**src/rtl/mem_arbiter_pkg.sv**
```systemverilog
// -----------------------------------------------------------------------------
// lc3b_types
//   Shared types for the mp3 memory arbiter: word/address/mask typedefs, the
//   arbiter FSM state encoding and the byte mask used for every read.
//   ADDR_WIDTH / DATA_WIDTH / MASK_WIDTH are the arbiter's width parameters;
//   every file in the arbiter picks them up through this package.
// -----------------------------------------------------------------------------
package lc3b_types;

  localparam int ADDR_WIDTH = 16;
  localparam int DATA_WIDTH = 16;
  localparam int MASK_WIDTH = DATA_WIDTH / 8;

  typedef logic [DATA_WIDTH-1:0] lc3b_word;
  typedef logic [ADDR_WIDTH-1:0] lc3b_addr;
  typedef logic [MASK_WIDTH-1:0] lc3b_mem_wmask;

  typedef enum logic [1:0] {
    IDLE    = 2'd0,
    SERVE_I = 2'd1,
    SERVE_D = 2'd2,
    GAP     = 2'd3
  } arb_state_t;

  // Reads always present a full-word mask to memory.
  localparam lc3b_mem_wmask READ_MASK = '1;

endpackage

```
**src/rtl/mem_arbiter_if.sv**
```systemverilog
// -----------------------------------------------------------------------------
// mem_arbiter_if
//   Bundles the fetch port (i_*), the data port (d_*) and the physical memory
//   port (mem_*) seen by the arbiter.
//   Modports:
//     master : arbiter view -- takes client requests and memory replies,
//              drives client responses and the memory strobes/fields.
//     slave  : environment view (clients plus memory), the mirror image.
// -----------------------------------------------------------------------------
interface mem_arbiter_if;
  import lc3b_types::*;

  // fetch client (read-only)
  logic          i_read;
  lc3b_addr      i_address;
  lc3b_word      i_rdata;
  logic          i_resp;

  // data client (read/write)
  logic          d_read;
  logic          d_write;
  lc3b_addr      d_address;
  lc3b_word      d_wdata;
  lc3b_mem_wmask d_byte_enable;
  lc3b_word      d_rdata;
  logic          d_resp;

  // physical memory port
  logic          mem_read;
  logic          mem_write;
  lc3b_addr      mem_address;
  lc3b_word      mem_wdata;
  lc3b_mem_wmask mem_byte_enable;
  lc3b_word      mem_rdata;
  logic          mem_resp;

  modport master (
    input  i_read, i_address,
    input  d_read, d_write, d_address, d_wdata, d_byte_enable,
    input  mem_rdata, mem_resp,
    output i_rdata, i_resp,
    output d_rdata, d_resp,
    output mem_read, mem_write, mem_address, mem_wdata, mem_byte_enable
  );

  modport slave (
    output i_read, i_address,
    output d_read, d_write, d_address, d_wdata, d_byte_enable,
    output mem_rdata, mem_resp,
    input  i_rdata, i_resp,
    input  d_rdata, d_resp,
    input  mem_read, mem_write, mem_address, mem_wdata, mem_byte_enable
  );

endinterface

```
**src/rtl/mem_arbiter_req_latch.sv**
```systemverilog
// -----------------------------------------------------------------------------
// arb_req_latch
//   Register bundle holding the granted request (address, write data, mask,
//   read/write flags). Loaded once at grant and held until the next grant, so
//   client inputs may wander during service without disturbing memory.
//   Ports:
//     clk, rst            clock, asynchronous active-high reset
//     load_i              capture the *_i fields this cycle
//     addr_i .. write_i   request fields (already muxed between clients)
//     addr_o .. write_o   held fields
//   Reset values: address/wdata 0, mask all-ones, no read/write pending.
// -----------------------------------------------------------------------------
module arb_req_latch
  import lc3b_types::*;
(
  input  logic          clk,
  input  logic          rst,
  input  logic          load_i,
  input  lc3b_addr      addr_i,
  input  lc3b_word      wdata_i,
  input  lc3b_mem_wmask mask_i,
  input  logic          read_i,
  input  logic          write_i,
  output lc3b_addr      addr_o,
  output lc3b_word      wdata_o,
  output lc3b_mem_wmask mask_o,
  output logic          read_o,
  output logic          write_o
);

  lc3b_addr      addr_q;
  lc3b_word      wdata_q;
  lc3b_mem_wmask mask_q;
  logic          read_q;
  logic          write_q;

  always_ff @(posedge clk or posedge rst) begin
    if (rst) begin
      addr_q  <= '0;
      wdata_q <= '0;
      mask_q  <= READ_MASK;
      read_q  <= 1'b0;
      write_q <= 1'b0;
    end else if (load_i) begin
      addr_q  <= addr_i;
      wdata_q <= wdata_i;
      mask_q  <= mask_i;
      read_q  <= read_i;
      write_q <= write_i;
    end
  end

  assign addr_o  = addr_q;
  assign wdata_o = wdata_q;
  assign mask_o  = mask_q;
  assign read_o  = read_q;
  assign write_o = write_q;

endmodule

```
**src/rtl/mem_arbiter.sv**
```systemverilog
// -----------------------------------------------------------------------------
// mem_arbiter
//   Two-client arbiter for the mp3 core: instruction fetch (read-only) and
//   data memory (read/write) share one physical memory port. A Moore FSM
//   (IDLE -> SERVE_I/SERVE_D -> GAP -> IDLE) grants one client at a time; the
//   request is captured at grant and held for the whole transaction, the
//   memory reply is passed straight back to the granted client, and a forced
//   GAP cycle guarantees memory sees the strobe drop between transactions.
//   Ports:
//     clk   system clock, rising edge
//     rst   asynchronous active-high reset
//     bus   mem_arbiter_if.master (fetch, data and memory ports)
//   Configuration:
//     MEM_ARBITER_ROUND_ROBIN_EN  defined: a priority flag flips after every
//       completed transaction and decides simultaneous requests.
//       undefined: data always beats fetch.
// -----------------------------------------------------------------------------
module mem_arbiter
  import lc3b_types::*;
(
  input  logic          clk,
  input  logic          rst,
  mem_arbiter_if.master bus
);

  arb_state_t    state_q, state_d;

  logic          d_req;
  logic          pick_d;     // data client wins if a grant is made now
  logic          load;
  logic          done;       // memory completed the current transaction

  lc3b_addr      lat_addr_d;
  lc3b_word      lat_wdata_d;
  lc3b_mem_wmask lat_mask_d;
  logic          lat_read_d, lat_write_d;

  lc3b_addr      lat_addr_q;
  lc3b_word      lat_wdata_q;
  lc3b_mem_wmask lat_mask_q;
  logic          lat_read_q, lat_write_q;

  assign d_req = bus.d_read | bus.d_write;
  assign done  = ((state_q == SERVE_I) || (state_q == SERVE_D)) && bus.mem_resp;

`ifdef MEM_ARBITER_ROUND_ROBIN_EN
  // 1 = data client preferred on a tie, 0 = fetch preferred.
  logic prio_d_q;

  always_ff @(posedge clk or posedge rst) begin
    if (rst) begin
      prio_d_q <= 1'b1;
    end else if (done) begin
      prio_d_q <= ~prio_d_q;
    end
  end

  // Data loses only when fetch is also asking and the flag points at fetch.
  assign pick_d = d_req & (prio_d_q | ~bus.i_read);
`else
  assign pick_d = d_req;
`endif

  // ---------------------------------------------------------------------------
  // State register
  // ---------------------------------------------------------------------------
  always_ff @(posedge clk or posedge rst) begin
    if (rst) begin
      state_q <= IDLE;
    end else begin
      state_q <= state_d;
    end
  end

  // ---------------------------------------------------------------------------
  // Next-state logic
  // ---------------------------------------------------------------------------
  always_comb begin
    state_d = state_q;
    case (state_q)
      IDLE: begin
        if (pick_d) begin
          state_d = SERVE_D;
        end else if (bus.i_read) begin
          state_d = SERVE_I;
        end
      end
      SERVE_I, SERVE_D: begin
        if (bus.mem_resp) begin
          state_d = GAP;
        end
      end
      GAP:     state_d = IDLE;
      default: state_d = IDLE;
    endcase
  end

  // ---------------------------------------------------------------------------
  // Request capture. The latch is shared by both clients; the mux picks the
  // winner's fields. Write takes precedence if a data client raises both
  // d_read and d_write, so read is only flagged when write is absent.
  // ---------------------------------------------------------------------------
  assign load = (state_q == IDLE) && (d_req || bus.i_read);

  always_comb begin
    lat_addr_d  = bus.i_address;
    lat_wdata_d = '0;
    lat_mask_d  = READ_MASK;
    lat_read_d  = 1'b1;
    lat_write_d = 1'b0;
    if (pick_d) begin
      lat_addr_d  = bus.d_address;
      lat_wdata_d = bus.d_wdata;
      lat_mask_d  = bus.d_write ? bus.d_byte_enable : READ_MASK;
      lat_read_d  = ~bus.d_write;
      lat_write_d = bus.d_write;
    end
  end

  arb_req_latch u_req_latch (
    .clk     (clk),
    .rst     (rst),
    .load_i  (load),
    .addr_i  (lat_addr_d),
    .wdata_i (lat_wdata_d),
    .mask_i  (lat_mask_d),
    .read_i  (lat_read_d),
    .write_i (lat_write_d),
    .addr_o  (lat_addr_q),
    .wdata_o (lat_wdata_q),
    .mask_o  (lat_mask_q),
    .read_o  (lat_read_q),
    .write_o (lat_write_q)
  );

  // ---------------------------------------------------------------------------
  // Outputs. Strobes depend only on state and held request flags; the client
  // responses are a same-cycle pass-through of mem_resp gated by the grant.
  // ---------------------------------------------------------------------------
  always_comb begin
    bus.mem_read        = 1'b0;
    bus.mem_write       = 1'b0;
    bus.i_resp          = 1'b0;
    bus.d_resp          = 1'b0;
    bus.mem_address     = lat_addr_q;
    bus.mem_wdata       = lat_wdata_q;
    bus.mem_byte_enable = lat_mask_q;
    bus.i_rdata         = bus.mem_rdata;
    bus.d_rdata         = bus.mem_rdata;
    case (state_q)
      SERVE_I: begin
        bus.mem_read = lat_read_q;
        bus.i_resp   = bus.mem_resp;
      end
      SERVE_D: begin
        bus.mem_read  = lat_read_q;
        bus.mem_write = lat_write_q;
        bus.d_resp    = bus.mem_resp;
      end
      default: ;
    endcase
  end

endmodule

```
**src/flat_wrapper.sv**
```systemverilog
// flat-port wrapper written by rule: the top's interface ports become plain ports
module mem_arbiter_flat import lc3b_types::*;
  (clk, rst, bus_i_read, bus_i_address, bus_d_read, bus_d_write, bus_d_address, bus_d_wdata, bus_d_byte_enable, bus_mem_rdata, bus_mem_resp, bus_i_rdata, bus_i_resp, bus_d_rdata, bus_d_resp, bus_mem_read, bus_mem_write, bus_mem_address, bus_mem_wdata, bus_mem_byte_enable);
  mem_arbiter_if bus_i ();
  input  logic clk;
  input  logic rst;
  input wire logic [$bits(bus_i.i_read)-1:0] bus_i_read;
  input wire logic [$bits(bus_i.i_address)-1:0] bus_i_address;
  input wire logic [$bits(bus_i.d_read)-1:0] bus_d_read;
  input wire logic [$bits(bus_i.d_write)-1:0] bus_d_write;
  input wire logic [$bits(bus_i.d_address)-1:0] bus_d_address;
  input wire logic [$bits(bus_i.d_wdata)-1:0] bus_d_wdata;
  input wire logic [$bits(bus_i.d_byte_enable)-1:0] bus_d_byte_enable;
  input wire logic [$bits(bus_i.mem_rdata)-1:0] bus_mem_rdata;
  input wire logic [$bits(bus_i.mem_resp)-1:0] bus_mem_resp;
  output wire logic [$bits(bus_i.i_rdata)-1:0] bus_i_rdata;
  output wire logic [$bits(bus_i.i_resp)-1:0] bus_i_resp;
  output wire logic [$bits(bus_i.d_rdata)-1:0] bus_d_rdata;
  output wire logic [$bits(bus_i.d_resp)-1:0] bus_d_resp;
  output wire logic [$bits(bus_i.mem_read)-1:0] bus_mem_read;
  output wire logic [$bits(bus_i.mem_write)-1:0] bus_mem_write;
  output wire logic [$bits(bus_i.mem_address)-1:0] bus_mem_address;
  output wire logic [$bits(bus_i.mem_wdata)-1:0] bus_mem_wdata;
  output wire logic [$bits(bus_i.mem_byte_enable)-1:0] bus_mem_byte_enable;
  assign bus_i.i_read = bus_i_read;
  assign bus_i.i_address = bus_i_address;
  assign bus_i.d_read = bus_d_read;
  assign bus_i.d_write = bus_d_write;
  assign bus_i.d_address = bus_d_address;
  assign bus_i.d_wdata = bus_d_wdata;
  assign bus_i.d_byte_enable = bus_d_byte_enable;
  assign bus_i.mem_rdata = bus_mem_rdata;
  assign bus_i.mem_resp = bus_mem_resp;
  assign bus_i_rdata = bus_i.i_rdata;
  assign bus_i_resp = bus_i.i_resp;
  assign bus_d_rdata = bus_i.d_rdata;
  assign bus_d_resp = bus_i.d_resp;
  assign bus_mem_read = bus_i.mem_read;
  assign bus_mem_write = bus_i.mem_write;
  assign bus_mem_address = bus_i.mem_address;
  assign bus_mem_wdata = bus_i.mem_wdata;
  assign bus_mem_byte_enable = bus_i.mem_byte_enable;
  mem_arbiter u_core (.clk(clk), .rst(rst), .bus(bus_i));
endmodule
```
**config.mk**
```make
export PLATFORM = sky130hd
export DESIGN_NAME = mem_arbiter_flat
export DESIGN_NICKNAME = d
export VERILOG_FILES = /design/src/rtl/mem_arbiter_pkg.sv /design/src/rtl/mem_arbiter_if.sv /design/src/rtl/mem_arbiter_req_latch.sv /design/src/rtl/mem_arbiter.sv /design/src/flat_wrapper.sv
export SDC_FILE = /design/constraint.sdc
export NUM_CORES = 1
export LEC_CHECK = 0
export CORE_MARGIN = 2
export CORE_UTILIZATION = 34
export DETAILED_ROUTE_END_ITERATION = 8
export GPL_TIMING_DRIVEN = 0
export PLACE_DENSITY = 0.85
export SKIP_LAST_GASP = 1
export SLEW_MARGIN = 15
export SYNTH_ARGS = -nofsm -noshare
export SYNTH_HDL_FRONTEND = slang
export SYNTH_SLANG_ARGS = --single-unit
```
**constraint.sdc**
```tcl
create_clock -name clk -period 1.61 [get_ports clk]
set_input_delay 0.161 -clock clk [delete_from_list [all_inputs] [get_ports clk]]
set_output_delay 0.161 -clock clk [all_outputs]
set_load 0.005 [all_outputs]
```
Word-level counts from Yosys, hierarchy flattened
Index checks and enable logic that the tools add are counted.

word-level totals
  word-level logic and storage cells = 32
  bits in writable memories = 0
  flip-flop bits (word level) = 38
  bits in read-only memories = 0
  bits in latches = 0
  memories kept = 0
  output and inout bits = 70

operators by class
  muxes and demuxes = 14
  add/sub/neg operators = 0
  $mul = 0
  magnitude comparators = 0
  bitwise gates (word level) = 2
  shifts and indexed selects = 0
  divide/modulo/power cells = 0
  reductions and logical operators = 5
  equal/unequal tests = 5

operator list
  cell                number
  $mux 16             2
  $mux 2              5
  $mux 1              6
  $pmux 2 s3          1
  $eq 2x2->1 const B  2
  $ne 3x2->1 const B  1
  $eq 2x1->1 const B  1
  $logic_not 2->1     1
  $ne 2x1->1 const B  1
  $reduce_and 2->1    1
  $reduce_or 2->1     1
  $logic_and 1x1->1   1
  $logic_or 1x1->1    1
  $not 1->1           1
  $or 1x1->1          1

Longest topological paths before layout
  word-level depth = 4
  depth in mapped cells = 7
  mapped depth without buffers = 5

Modules after synthesis
From an unflattened synthesis, not the netlist that was laid out.

unflattened totals
  cell total of the unflattened synthesis = 171
  area total of the unflattened synthesis = 2301.0 µm²

by module, submodules not included
  module         times used  cells each  area an instance (µm²)
  arb_req_latch  1           77          1496.4
  mem_arbiter    1           94          804.5

Worst setup path before layout
Ideal clock, no wire load.

  path type = register -> register
  start point = reg u_core.state_q[0]
  end point = reg u_core.u_req_latch.wdata_q[15] (netlist: u_core.u_req_latch.wdata_o[15])
  stages on the path, launching flop included = 8
  arrival = 1.330 ns
  library setup time = 0.121 ns
  setup slack = 0.159 ns
  required time = 1.489 ns
  period minus slack after synthesis = 1.451 ns
  cells stage by stage = dfrtp_1 -> inv_1 -> ha_1 -> buf_2 -> nor2b_1 -> buf_6 -> buf_4 -> a22o_2

on the way
  cells in the longest elaborated chain, start to end = 2

ends and longest elaborated chain
  element                   line                         text
  start: declaration        mem_arbiter.sv:26            arb_state_t state_q, state_d;
  start signal: assignment  mem_arbiter.sv:71            state_q <= state_d;
  $logic_not 2->1           mem_arbiter.sv:103           assign load = (state_q == IDLE) && (d_req || bus.i_read);
  $logic_and 1x1->1         mem_arbiter.sv:103
  end signal: assignment    mem_arbiter_req_latch.sv:46  wdata_q <= wdata_i;
  end: declaration          mem_arbiter_req_latch.sv:32  lc3b_word wdata_q;

No other way between the ends.
A chain may end at the register's enable or synchronous reset.

Worst setup path after layout
  start point = reg u_core.state_q[0]
  end point = out bus_mem_read

on the way
  cells in the longest elaborated chain, start to end = 3

ends and longest elaborated chain
  element                                          line                text
  $eq 2x2->1 / $eq 2x1->1 (equally long branches)  n/a
  $reduce_or 2->1 (no line) *                      n/a
  $mux 1 *                                         mem_arbiter.sv:150  case (state_q)
  end: declaration                                 flat_wrapper.sv:20  output wire logic [$bits(bus_i.mem_read)-1:0] bus_mem_read;

Mark *: on every way between the ends. The rest lies on a longest branch, timed or not.

==> key figures <==
Run status
  – Status: complete, no violations

Setup path
  – FF-to-FF End: u_core.u_req_latch.wdata_o[2]$_DFFE_PP0P_
  – Worst path required time: 1.45 ns
  – CP Class: reg2out
  – Crit Path Max Fanout: 5
  – Endpoint type of the worst setup path: primary output
  – R2R Path Start: u_core.state_q[0]$_DFFE_PP0P_
  – R2R Setup Slk: 0.10 ns
  – Reg2Reg Depth: 7
  – Startpoint type of the worst setup path: flip-flop
  – Worst EP arrival: 1.42 ns

STA
  – F_max: 632 MHz
  – Setup tns final: 0 ns
  – Final Cycle Share: 98.3%
  – Clock Skew: 0.00424 ns
  – Unrepaired setup endpoints after global routing: true
  – Hold Vio Cnt, Final: 0
  – Minimum clock period: 1.58 ns
  – Setup violators final: 0
  – Worst slew margin: 63.7%
  – Final Max Tran Viols: 0
  – Worst-Margin Slew: 0.544 ns

Routing
  – Vias: 1709
  – Drt initial violations: 46
  – Drt first pass iters: 4
  – DRT antenna net count: 0
  – Detailed-route wire length per cell: 12.7 microns
  – Vias per cell: 4.47
  – Wirelength, routed: 4.86 mm
  – DR DRC count: 0

Placement
  – DPL Wire Length: 3.92 mm
  – I/O Buffers: 124
  – Placer Congestion: 0.783
  – DP Cell Count: 373

Floorplan
  – Core region area: 5570 sq um
  – IO Count: 142
  – DIE WIDTH: 80.4 microns
  – Row count: 27
  – Die Ht: 80.4 microns
  – Die area: 6460 sq um
  – Initial Util: 35.6%

Job
  – Max-cap violations: 0

Power and ir drop
  – Power Density: 1450 nW/um^2
  – Max VDD drop: 0.000923 V
  – Leakage: 1.52 nW

Finish
  – Most frequent cells in the layout: 120 x clkdlybuf4s50_1, 36 x buf_4, 36 x dfrtp_1
  – Share of cells above drive strength 1: 23.5%
  – Commonest non-fill, non-tap cell in the layout: clkdlybuf4s50_1
  – Ant diodes: 0
  – # nets final: 384
  – Final Core Density: 62.0%
  – Layout area overhead: 74.3%
  – Final cell count without fillers: 382

Yosys
  – Yosys top cell area share: 45.5%
  – Synth area leaders: dfrtp_1 45%, buf_4 13%, mux2i_1 8.1%
  – Synth cell types: 22
  – Synth Area per Inst: 11.3 sq um
  – Dominant cell type by area after synthesis: dfrtp_1
  – Gate Count Post-Synth: 176
  – #FFs+latches synth: 38
  – Mapped Nets: 251
  – Sequential share of the synthesized area: 48.1%
  – Mapped cell area: 1980 sq um
  – Count of yosys warnings during synthesis: 0

Clocking
  – Clock buffer depth: 2
  – Number of hold buffers added after CTS: 0
  – CTS tree: done
  – Clock latency on the worst-skew pair: 0.28 ns
  – H-Tree Depth: 2
  – CTS clk-pin slew, worst paths: 0.07 ns
  – TritonCTS buffer count: 5
  – Clk sinks: 38
  – CTS Root Cell: clkbuf_8

Worst hold path
  – Hold path depth: 2
  – Tightest Hold Check Type: in2reg
  – Hold Path Sink: u_core.u_req_latch.read_o$_DFFE_PP0P_
  – Hold Startpoint: bus_d_write

Global route
  – Grt ovf: 0
  – Vias in the first global route: 1622
  – Initial antenna violation count: 0
  – First-pass GRT wire length: 7.34 mm
  – GRT Total Usage: 14.6%
  – Pin count of the biggest net entering global routing: 22
==> state kept, by name (all words and copies together), names as in the netlist <==
signal and flops:
u_core.u_req_latch.mask_o 2, u_core.u_req_latch.read_o 1, u_core.u_req_latch.write_o 1, u_core.u_req_latch.addr_o 16
u_core.state_q 2, u_core.u_req_latch.wdata_o 16
==> worst max-delay path: stages, from the launching register on <==
cell	delay, ns
dfrtp_1	0.37
inv_2	0.04
buf_4	0.14
ha_4	0.24
and2_1	0.15
clkdlybuf4s15_1	0.20
==> final cells by class <==
type	count	area, sq um
repair buffers	127	1280
flip-flops and latches	38	953
clock inverters	1	5.00
fillers	487	2120
well taps	72	90.1
inverters	4	15.0
clock buffers	7	86.3
plain buffers	41	334
multi-input cells	92	689
==> cells in the mapped netlist <==
cell type	instances
nor2b_1	5
buf_4	34
a22o_1	4
o21ai_0	20
o21a_1	1
o31ai_4	1
a211oi_1	1
nand2_1	19
dfstp_2	2
mux2i_1	16
a22oi_1	1
o211ai_1	1
and2_1	4
a21oi_1	1
buf_2	1
dfrtp_1	36
buf_6	7
ha_1	3
a22o_2	13
a21o_1	1
nor2_8	1
inv_1	4
==> metrics by stage <==
stage	hold WS, ns	instance area, sq um	power (mW)	worst slack, ns
floorplan	0.249	1980	2.93	0.159
global placement	0.436	3310	4.27	-0.219
detailed placement	0.451	3340	4.36	-0.131
CTS	0.143	3460	5.08	-0.0470
global route	0.142	3450	5.40	-0.0629
finish	0.141	3450	5.01	0.0270
==> where the power goes <==
group | internal [mW] | switching, mW | total (mW)
combinational | 1.69 | 0.980 | 2.67
clock | 0.345 | 0.308 | 0.653
sequential | 1.45 | 0.241 | 1.69
==> per-layer routing <==
layer	part of all wire [%]	global-route usage, %	up-vias
met2	50	24.7	84
met1	40	17.8	789
li1	-	-	831
met4	0.84	3.05	0
met5	0	0	-
met3	10	5.51	5
==> cell families (layout without fill, tap and decap cells) <==
logic type | Yosys count | after routing | share of synthesized area (%)
AOI/OAI and AO/OA | 44 | 44 | 16.6
adders and majority gates | 3 | 3 | 1.89
buffers and inverters | 46 | 180 | 17.9
DFF | 38 | 38 | 48.1
muxes | 16 | 16 | 8.08
and+or+nand+nor | 29 | 29 | 7.45
==> what timing repair did <==
action	CTS	global route
setup buffers	2	0
setup endpoints to repair	4	18
cloned	0	0
pin swaps	0	0
gates resized for setup	8	2
==> worst max path at each step <==
stage,cells after the start,from,to
floorplan,7,u_core.state_q[0]$_DFFE_PP0P_,u_core.u_req_latch.wdata_o[15]$_DFFE_PP0P_
global placement,2,rst,u_core.u_req_latch.addr_o[3]$_DFFE_PP0P_
detailed placement,6,bus_d_read,u_core.u_req_latch.wdata_o[2]$_DFFE_PP0P_
CTS,5,u_core.state_q[0]$_DFFE_PP0P_,bus_mem_read
global route,5,u_core.state_q[0]$_DFFE_PP0P_,bus_mem_read
finish,5,u_core.state_q[0]$_DFFE_PP0P_,bus_mem_read
(Power assumes the default switching activity.)
==> RTL change: new RTL, same flow settings <==
The option `MEM_ARBITER_ROUND_ROBIN_EN` is turned on by a define.
--- a/src/rtl/mem_arbiter.sv
+++ b/src/rtl/mem_arbiter.sv
@@ -15,6 +15,8 @@
 //       completed transaction and decides simultaneous requests.
 //       undefined: data always beats fetch.
 // -----------------------------------------------------------------------------
+`define MEM_ARBITER_ROUND_ROBIN_EN
+
 module mem_arbiter
   import lc3b_types::*;
 (
Behaviour: not the same (Yosys sat finds a counterexample within 10 cycles, from zero or initial values and one cycle with rst high).
==> RTL change against the unedited design <==
Via count increased by 18%. Synthesized area is 2.5% higher. Count of clock-buffer cells in the layout down 2. First-iteration DRC count increased by 4.3%. Fmax increased by 1.8%. Routed wire length rose by 24%. Setup slack improved by 29 ps. Final area up 2.6%. Sequential share of layout area is essentially flat. Highest routed layer unchanged. Synthesized cell count rose by 19%. Critical endpoint unchanged. Sequential cell count increased by 1. Combinational power rose by 4%. Total power increased by 2.3%. Critical path type unchanged.
==> RTL change: results (changes against the unedited design) <==
[run_status]
status=complete, no violations

[global_route]
grt_max_degree=31  ; +41%
grt_pass1_vias=2021  ; +25%
track_usage_pct=17.62  ; +3.0 points
grt_pass1_wl_um=8990  ; +22%
antenna_found_initial=0  ; unchanged

[clock_tree]
clkSlewWorstSetupHoldPaths_ps=80
clk_latency_ps=290
numCtsBuffers=5  ; unchanged
root_buffer=clkbuf_8
htreeDepth=2  ; unchanged
ctsLongestPathBuffers=2  ; unchanged

[detailed_routing]
viasPerCell=4.800  ; +7.3%
dr.pass1.iters=6  ; +2
avgRoutedWirePerCell_um=14.32  ; +13%
drtIter0Drc=48  ; +4.3%

[yosys]
synth_seq_area_share_pct=48.24  ; +0.14 points
syn_nets=284  ; +13%
ys_warn_count=0  ; unchanged
yosysUniqueCellTypes=30  ; +36%
synth_flop_cell=dfrtp_1
synth.area.top_cells=dfrtp_1, buf_4, a22o_1
synth-async-reset-ratio_pct=100.0  ; unchanged
synth_common_cells=dfrtp_1, buf_4, nor2_1

[hold_path]
hp-class=input port to asynchronous set/reset pin

[timing]
slew_headroom_pct=79.27  ; +16 points
holdWs_ps=112.5  ; -28.67 ps
clock_skew_ps=4.930  ; +0.6894 ps

[layout]
fin_nets=419  ; +9.1%
diodes=0  ; unchanged
drive_gt1_share_pct=20.29  ; -3.3 points

[critical_path]
cp-startpoint=u_core.state_q[0]
reg2reg_slack_ps=90
crit_end=bus_mem_read
cp_slowest_cell=dfrtp_1
rr_startpoint=u_core.prio_d_q
path_delay_family=flip-flops
cp_slowest_stage_delay_ps=380
crit_fanout=6  ; +1
reg2reg_depth=4  ; -3
worst_ep_arrival_time_ps=1390  ; -30 ps
reg2reg_to=u_core.u_req_latch.mask_o[0]

[place]
io_buffers=125  ; +0.81%
hpwlAfterDp_um=4593  ; +17%
gp_congestion=0.8036  ; +2.6%

[pwr]
ir_drop_mv=0.6850  ; -26%
p_sw_share_pct=33.19  ; +2.7 points
leakagePower_nw=1.516  ; -0.42%

==> RTL change: area by class of cell <==
class,instances,area (sq um)
fill,507,2307
timing repair buffer,129,1287
sequential,39,979.7
multi-input combinational,120,744.5
buffer,46,342.8
tap,75,93.84
clock buffer,5,68.82
clock inverter,3,15.01
inverter,3,11.26
==> RTL change: timing repair <==
action,CTS,global route
resized for setup,16,11
hold endpoints to repair,0,0
endpoints found under the setup margin,24,40
buffers inserted,2,1
==> RTL change: kinds of logic (layout without fill, tap and decap cells) <==
kind of cell	count (synthesis)	count (layout)	synth area share, %
adders and majority gates	3	3	1.849
and+or+nand+nor	58	58	13.86
DFF	39	39	48.24
xor gates and xnor gates	1	1	0.4314
AOI/OAI and AO/OA	58	58	19.16
buffers and inverters	50	186	16.45
==> RTL change: power by group through the flow <==
stage	clock network [mW]	registers, mW	logic, mW
2_1_floorplan	0	1.73	1.22
3_3_place_gp	0	1.70	2.56
3_5_place_dp	0	1.72	2.66
4_1_cts	0.656	1.71	2.78
5_1_grt	0.708	1.76	3.04
6_report	0.635	1.71	2.79
==> RTL change: metal layers <==
layer / part of all wire, % / global-route usage, % / up-vias
met3: 7.8 / 6.111 / 5
met4: 0.42 / 3.559 / 0
met5: 0 / 0 / -
li1: - / - / 975
met2: 50 / 31.31 / 86
met1: 42 / 20.45 / 950
==> RTL change: metrics by stage <==
step / TNS [ps] / total power [mW] / area, sq um / instances / worst slack [ps]
final: 0 / 5.126 / 3543 / 420 / 55.59
after global placement: -14010 / 4.261 / 3376 / 409 / -277.6
after floorplan: 0 / 2.950 / 2031 / 209 / 102.5
after CTS: -179.0 / 5.147 / 3536 / 420 / -82.94
after detailed placement: -4865 / 4.376 / 3396 / 410 / -290.8
after global routing: -12.88 / 5.501 / 3543 / 420 / -8.112
